<file path="src/rtl/host_descriptor_arbiter.sv">
// Weighted round-robin arbiter sharing the host descriptor FIFO between the
// HCP and network requesters; packs {tag[47:34], bufid} into 23-bit words.
module host_descriptor_arbiter #(
  parameter int unsigned HCP_WEIGHT   = 1,
  parameter int unsigned NET_WEIGHT   = 4,
  parameter int unsigned AF_THRESHOLD = 14
) (
  input  logic        i_clk,
  input  logic        i_rst_n,
  input  logic [47:0] iv_tsntag_hcp,
  input  logic [8:0]  iv_bufid_hcp,
  input  logic        i_descriptor_wr_hcp,
  output logic        o_descriptor_ack_hcp,
  input  logic [47:0] iv_tsntag_network,
  input  logic [8:0]  iv_bufid_network,
  input  logic        i_descriptor_wr_network,
  output logic        o_descriptor_ack_network,
  output logic [22:0] ov_fifo_wdata,
  output logic        o_fifo_wr,
  input  logic [4:0]  iv_fifo_usedw,
  output logic [15:0] ov_hcp_grant_cnt,
  output logic [15:0] ov_net_grant_cnt
);

  localparam logic [3:0] HCP_W  = 4'(HCP_WEIGHT);
  localparam logic [3:0] NET_W  = 4'(NET_WEIGHT);
  localparam logic [4:0] AF_LVL = 5'(AF_THRESHOLD);

  typedef enum logic {IDLE, ISSUE} state_t;
  typedef enum logic {SIDE_NET, SIDE_HCP} side_t;

  state_t      state_q;
  side_t       side_q;
  logic [3:0]  run_q;
  logic        fifo_wr_q;
  logic        ack_hcp_q;
  logic        ack_net_q;
  logic [22:0] wdata_q;
  logic [15:0] hcp_cnt_q;
  logic [15:0] net_cnt_q;

  side_t       grant_d;
  logic [3:0]  run_d;
  logic [3:0]  weight_cur;
  logic        req_any;
  logic        room;

  // Low tag bits are intentionally discarded from the descriptor.
  logic unused_tag_bits;
  assign unused_tag_bits = ^{iv_tsntag_hcp[33:0], iv_tsntag_network[33:0]};

  always_comb begin
    req_any    = i_descriptor_wr_hcp | i_descriptor_wr_network;
    room       = iv_fifo_usedw < AF_LVL;
    weight_cur = (side_q == SIDE_HCP) ? HCP_W : NET_W;
    grant_d    = SIDE_NET;
    if (i_descriptor_wr_hcp && i_descriptor_wr_network) begin
      if (run_q < weight_cur) grant_d = side_q;
      else                    grant_d = (side_q == SIDE_HCP) ? SIDE_NET : SIDE_HCP;
    end else if (i_descriptor_wr_hcp) begin
      grant_d = SIDE_HCP;
    end
    if (grant_d == side_q) run_d = (run_q == 4'hF) ? run_q : run_q + 4'd1;
    else                   run_d = 4'd1;
  end

  always_ff @(posedge i_clk or negedge i_rst_n) begin
    if (!i_rst_n) begin
      state_q   <= IDLE;
      side_q    <= SIDE_NET;
      run_q     <= '0;
      fifo_wr_q <= 1'b0;
      ack_hcp_q <= 1'b0;
      ack_net_q <= 1'b0;
      wdata_q   <= '0;
      hcp_cnt_q <= '0;
      net_cnt_q <= '0;
    end else begin
      case (state_q)
        IDLE: begin
          fifo_wr_q <= 1'b0;
          ack_hcp_q <= 1'b0;
          ack_net_q <= 1'b0;
          if (room && req_any) begin
            state_q   <= ISSUE;
            side_q    <= grant_d;
            run_q     <= run_d;
            fifo_wr_q <= 1'b1;
            ack_hcp_q <= (grant_d == SIDE_HCP);
            ack_net_q <= (grant_d == SIDE_NET);
            // Counters step on the grant edge so the new count is visible
            // together with the ack during the ISSUE cycle.
            if (grant_d == SIDE_HCP) begin
              wdata_q   <= {iv_tsntag_hcp[47:34], iv_bufid_hcp};
              hcp_cnt_q <= hcp_cnt_q + 16'd1;
            end else begin
              wdata_q   <= {iv_tsntag_network[47:34], iv_bufid_network};
              net_cnt_q <= net_cnt_q + 16'd1;
            end
          end
        end
        ISSUE: begin
          state_q   <= IDLE;
          fifo_wr_q <= 1'b0;
          ack_hcp_q <= 1'b0;
          ack_net_q <= 1'b0;
        end
        default: state_q <= IDLE;
      endcase
    end
  end

  assign o_fifo_wr                = fifo_wr_q;
  assign o_descriptor_ack_hcp     = ack_hcp_q;
  assign o_descriptor_ack_network = ack_net_q;
  assign ov_fifo_wdata            = wdata_q;
  assign ov_hcp_grant_cnt         = hcp_cnt_q;
  assign ov_net_grant_cnt         = net_cnt_q;

endmodule
</file>
<file path="config.mk">
export PLATFORM = sky130hd
export DESIGN_NAME = host_descriptor_arbiter
export DESIGN_NICKNAME = d
export VERILOG_FILES = /design/src/rtl/host_descriptor_arbiter.sv
export SDC_FILE = /design/constraint.sdc
export NUM_CORES = 1
export LEC_CHECK = 0
export CELL_PAD_IN_SITES_DETAIL_PLACEMENT = 1
export CELL_PAD_IN_SITES_GLOBAL_PLACEMENT = 1
export CORE_MARGIN = 2
export CORE_UTILIZATION = 49
export DETAILED_ROUTE_END_ITERATION = 8
export DONT_BUFFER_PORTS = 1
export GPL_TIMING_DRIVEN = 0
export PLACE_DENSITY = 0.88
export SYNTH_ARGS = -nofsm -noshare
export SYNTH_HDL_FRONTEND = slang
export SYNTH_SLANG_ARGS = --single-unit
</file>
<file path="constraint.sdc">
create_clock -name i_clk -period 4.3 [get_ports i_clk]
set_input_delay 0.215 -clock i_clk [delete_from_list [all_inputs] [get_ports i_clk]]
set_output_delay 0.215 -clock i_clk [all_outputs]
set_load 0.005 [all_outputs]
</file>
; ---- Word-level counts from Yosys, hierarchy flattened
; Index checks and enable logic that the tools add are counted.
[word_totals]
romBits = 0
latchBits = 0
mem_count = 0
register_bits = 63
ram_bits = 0
output_inout_bits = 58
word_cells = 39
[op_classes]
mux = 14
multipliers = 0
shift = 0
addsub = 3
n_eq_ne = 3
n_div = 0
reduce_logical = 6
magnitude_cmp = 2
bitwise_logic = 3
[ops]
columns = cell, count
row1 = "adder 16 x 1 -> 16 bit, second input constant", 2
row2 = two-way mux 23 bit, 1
row3 = AND reduction 3 bit, 3
row4 = two-way mux 4 bit, 2
row5 = two-way mux 1 bit, 7
row6 = case mux 1 bit (2 select lines), 3
row7 = "less-than comparator 5 x 4 -> 1 bit, second input constant", 1
row8 = "adder 4 x 1 -> 4 bit, second input constant", 1
row9 = "== test 4 bit, second input constant", 1
row10 = less-than comparator 4 x 3 -> 1 bit, 1
row11 = two-way mux 3 bit, 1
row12 = logical AND 1 bit, 2
row13 = "!= test 2 bit, second input constant", 1
row14 = inverter 1 bit, 2
row15 = AND reduction 2 bit, 1
row16 = == test 1 bit, 1
row17 = OR 1 bit, 1

; ---- Depth between registers and ports, before layout
[logic_depth]
depth_word = 7
depth_mapped = 7

; ---- Worst setup path before layout
; OpenSTA, ideal clock, no wires.
[synth_path]
path_type = register to register
startpoint = reg side_q
endpoint = reg hcp_cnt_q[1], in the netlist ov_hcp_grant_cnt[1]
path_slack_ns = 2.243
stages_incl_launch_ff = 7
path_buffers = 0
synth_period_minus_slack_ns = 2.057
arrival_time_ns = 1.930
path_cell_list = dfrtp_1 ha_1 o211a_1 o31ai_4 nand3_1 inv_1 mux2_1
[synth_via]
elab_chain_cells = 5
elab_cells_between_ends = 6
classes_between = 1 x order compare / 4 x mux / 1 x reduce/logical
[synth_rtl]
columns = item, line
row1 = from (decl), 33  ; side_t side_q;
row2 = from (signal assigned), 86  ; side_q <= grant_d;
row3 = two-way mux 3 bit, 55  ; weight_cur = (side_q == SIDE_HCP) ? HCP_W : NET_W;
row4 = less-than comparator 4 x 3 -> 1 bit, 58  ; if (run_q < weight_cur) grant_d = side_q;
row5 = two-way mux 1 bit (*), 58
row6 = two-way mux 1 bit (*), 57  ; if (i_descriptor_wr_hcp && i_descriptor_wr_network) begin
row7 = AND reduction 3 bit (no line) (*), n/a
row8 = to (signal assigned), 95  ; hcp_cnt_q <= hcp_cnt_q + 16'd1;
row9 = to (decl), 39  ; logic [15:0] hcp_cnt_q;
; Every way passes the cells marked *; elsewhere a longest branch is shown, timed or not.
; A chain may end at the register's enable or synchronous reset.

; ---- Worst setup path after layout
[layout_path]
startpoint = reg side_q
endpoint = reg wdata_q[13], in the netlist ov_fifo_wdata[13]
[layout_via]
elab_chain_cells = 5
elab_cells_between_ends = 6
classes_between = 1 x order compare / 5 x mux
[layout_rtl]
columns = item, line
row1 = two-way mux 3 bit, 55
row2 = less-than comparator 4 x 3 -> 1 bit, 58
row3 = two-way mux 1 bit (*), 58
row4 = two-way mux 1 bit (*), 57
row5 = two-way mux 23 bit (*), 93  ; if (grant_d == SIDE_HCP) begin
row6 = to (signal assigned), 94  ; wdata_q <= {iv_tsntag_hcp[47:34], iv_bufid_hcp};
row7 = to (signal assigned), 97  ; wdata_q <= {iv_tsntag_network[47:34], iv_bufid_network};
row8 = to (decl), 38  ; logic [22:0] wdata_q;
; Marks and branches as above.

==> metrics.md <==
| Metric | Value |
|---|---|
| Status | `finished, violations left` |
| Max-slew violations | `0` |
| Final period util | `0.575` |
| TritonCTS buffer count | `9` |
| Max frequency | `around 400 MHz` |
| Cell mode on critical path | `buf_2` |
| Yosys warns | `0` |
| Maximum VDD drop | `around 210 uV` |
| Worst-Skew Late Latency | `between 0.3 and 0.4 ns` |
| Number of synthesized register bits | `63` |
| Post-Route M1 WL | `just under 4000 um` |
| Least-Margin Pin Slew | `around 0.85 ns` |
| Commonest cells post-synth | `63 x dfrtp_1, 59 x nand2_1, 41 x nand4_1` |
| Total Wirelength | `slightly above 9000 um` |
| Vias per cell | `between 6 and 7` |
| Min Tclk post-route | `approximately 2.5 ns` |
| Worst Setup Start Kind | `flip-flop` |
| Power Dens Cells | `528 nW/um^2` |
| Slowest stage delay, CP | `0.50 ns` |
| Number of flops mapped to enable cells by yosys | `0` |
| MaxCap Viol Count | `0` |
| CP Capture Type | `flip-flop` |
| Total grt overflow | `0` |
| Drt wl/cell | `roughly 22 um` |
| Top post-synthesis cells by area | `dfrtp_1 48%, nand4_1 7.8%, nand2_1 6.8%` |
| Final Hold Viols | `0` |
| Vias in the first global route | `between 3000 and 4000` |
| Met2 Routed Length | `between 4000 and 5000 um` |
| Gate Count Post-Synth | `roughly 330` |
| Largest net degree at the start of global routing | `64` |
| Clock Tree Root | `clkbuf_8` |
| Die height | `about 86 um` |
| Synth-to-layout area growth | `9.08%` |
| Top sig layer | `met4` |
| Die ar. | `between 7000 and 8000 um^2` |
| Gr usage total | `0.263` |
| Crit-path slowest cell | `o31ai_4` |
| WP buf/inv | `2` |
| Post-layout util | `0.557` |
| DP HPWL | `approximately 6300 um` |
| First-pass GRT wire length | `15200 um` |
| CTS tree | `built` |
| Routed via count | `approximately 2700` |
| CTS Sinks | `63` |
| Mapped Avg Cell Area | `between 10 and 15 um^2` |
| Critical path, cell by cell | `ha_1 -> o211a_1 -> o31ai_4 -> and2_0 -> buf_2 -> buf_2 -> o211ai_1` |
| Num rows | `29` |
| Detail Route Antenna Nets | `0` |
| Failing checks | `DRC` |
| CP required | `between 4 and 5 ns` |
| Metal3 WL | `722 um` |
| Setup TNS | `0 ns` |
| Hold crit path type | `input port to flip-flop` |
| Sequential share of the synthesized area | `0.481` |
| Area leader, netlist | `dfrtp_1` |
| DR DRC count | `6` |
| Final nets | `roughly 470` |
| Slew Limit Headroom | `0.432` |
| Ys flop type | `dfrtp_1` |
| Worst clock skew | `around 0.012 ns` |
| Pre-Repair DR Iteration Count | `6` |
| Netlist cell types | `49` |
| Max H-tree Level | `3` |
| Final setup fails | `0` |
| Ports | `between 150 and 200` |
| Initial core utilization | `0.511` |
| Cell leakage power | `approximately 1.5 nW` |
| Share of the synthesized area in the top cell type | `0.481` |
| Die W | `~86 um` |
| RSZ-0062 raised after global routing | `no` |
| Fraction of layout cells with a size suffix above 1 | `0.106` |
| Post-synth ARST share | `1.00` |
| Initial antenna violation count | `0` |
| Antenna Cells | `0` |
| Count leader, synth | `dfrtp_1` |
| Delay-heaviest family, CP | `compound AO/OA/AOI/OAI gates` |
| I/O Buffers | `0` |
| CP Data Arrival Time | `2.66 ns` |
| 1st-iter DRT viols | `between 100 and 150` |
| Cell area after synthesis | `3280 um^2` |
| Routability Congestion | `around 0.8` |
| Core area | `6420 um^2` |
| Register clock-pin slew on the reported worst setup and hold paths | `about 0.070 ns` |
| Syn nets | `around 450` |
| Critical-path maximum fanout | `10` |
| CTS max path bufs | `2` |
| CP Class | `flip-flop to flip-flop` |
-- cells by family after synthesis --
kind of cell	count (synthesis)	share of synthesized area
simple gates	143	0.234
compound gates	52	0.137
mux	3	0.00992
flops	63	0.481
buf+inv	30	0.0435
xor+xnor	30	0.0801
fa+ha+maj	4	0.0153
-- routing by layer --
metal	global-route usage	vias to the layer above
li1	-	1217
met1	0.330	1375
met2	0.432	109
met3	0.0731	13
met4	0.107	0
met5	0	-
-- worst paths after layout --
path / start / endpoint / slack (ns) / cells after the start
setup / recovery: side_q$_DFFE_PN0P_ / ov_fifo_wdata[13]$_DFFE_PN0P_ / 1.83 / 7
hold / removal: iv_bufid_network[6] / ov_fifo_wdata[6]$_DFFE_PN0P_ / 0.03 / 2
setup reg to reg: side_q$_DFFE_PN0P_ / ov_fifo_wdata[13]$_DFFE_PN0P_ / 1.83 / 7
hold reg to reg: ov_hcp_grant_cnt[15]$_DFFE_PN0P_ / ov_hcp_grant_cnt[15]$_DFFE_PN0P_ / 0.50 / 1
max in group asynchronous: i_rst_n / ov_fifo_wdata[10]$_DFFE_PN0P_ / 3.60 / 2
min in group asynchronous: i_rst_n / ov_net_grant_cnt[12]$_DFFE_PN0P_ / 0.41 / 2
-- metrics by stage --
| stage | worst slack, ns | power (W) | instance area, um^2 | hold WS [ns] | instances |
|---|---|---|---|---|---|
| global route | 1.69 | 0.00200 | 3580 | 0.0297 | 418 |
| global placement | 1.92 | 0.00139 | 3380 | -0.0791 | 402 |
| finish | 1.83 | 0.00189 | 3580 | 0.0282 | 418 |
| floorplan | 2.24 | 0.00126 | 3280 | -0.0806 | 325 |
| detailed placement | 1.85 | 0.00142 | 3380 | -0.0790 | 402 |
| CTS | 1.86 | 0.00190 | 3580 | 0.0185 | 418 |
-- repair_timing --
item                      4_1_cts  5_1_grt
setup buffers                   0        0
hold buffers                    2        0
hold endpoints to repair       63        0
gates resized for setup         0        0
-- registers in the layout (all words and copies together), names as in the netlist --
name	cells
ov_fifo_wdata	23
ov_hcp_grant_cnt	16
ov_net_grant_cnt	16
run_q	4
o_descriptor_ack_hcp	1
o_descriptor_ack_network	1
o_fifo_wr	1
side_q	1
-- cell usage in the layout, fill, tap and decap left out, types with 2 or more instances in the layout --
cell type	n
xnor2_1	16
nor3_1	5
a211oi_1	3
nand3_1	10
inv_1	6
dfrtp_1	63
a21oi_1	6
o211ai_1	24
buf_6	2
and4_1	2
xor2_1	14
a2111oi_2	5
clkbuf_8	11
clkbuf_1	15
buf_2	6
nor2_1	5
or2_1	2
and3_1	6
a2111oi_1	4
nand4_1	41
and2_1	2
nand2_1	59
ha_1	4
-- report_power, final --
group	internal, W	total (W)	switching, W
Clock	0.000234	0.000451	0.000217
Sequential	0.000728	0.000897	0.000169
Combinational	0.000196	0.000542	0.000346
Total	0.00116	0.00189	0.000731
-- final cells by class --
class | instances | area (um^2)
fill | 727 | 2840
sequential | 63 | 1580
multi-input combinational | 232 | 1560
clock buffer | 13 | 159
buffer | 24 | 120
tap | 77 | 96.3
timing repair buffer | 2 | 37.5
inverter | 6 | 22.5
clock inverter | 1 | 5.00
-- worst reg2reg max path, cell delays in order, from the launching register on --
cell and delay [ns]:
dfrtp_1 0.47, ha_1 0.40, o211a_1 0.21, o31ai_4 0.50, and2_0 0.19, buf_2 0.16
buf_2 0.24, o211ai_1 0.15
Power figures use the tool's default switching activity.
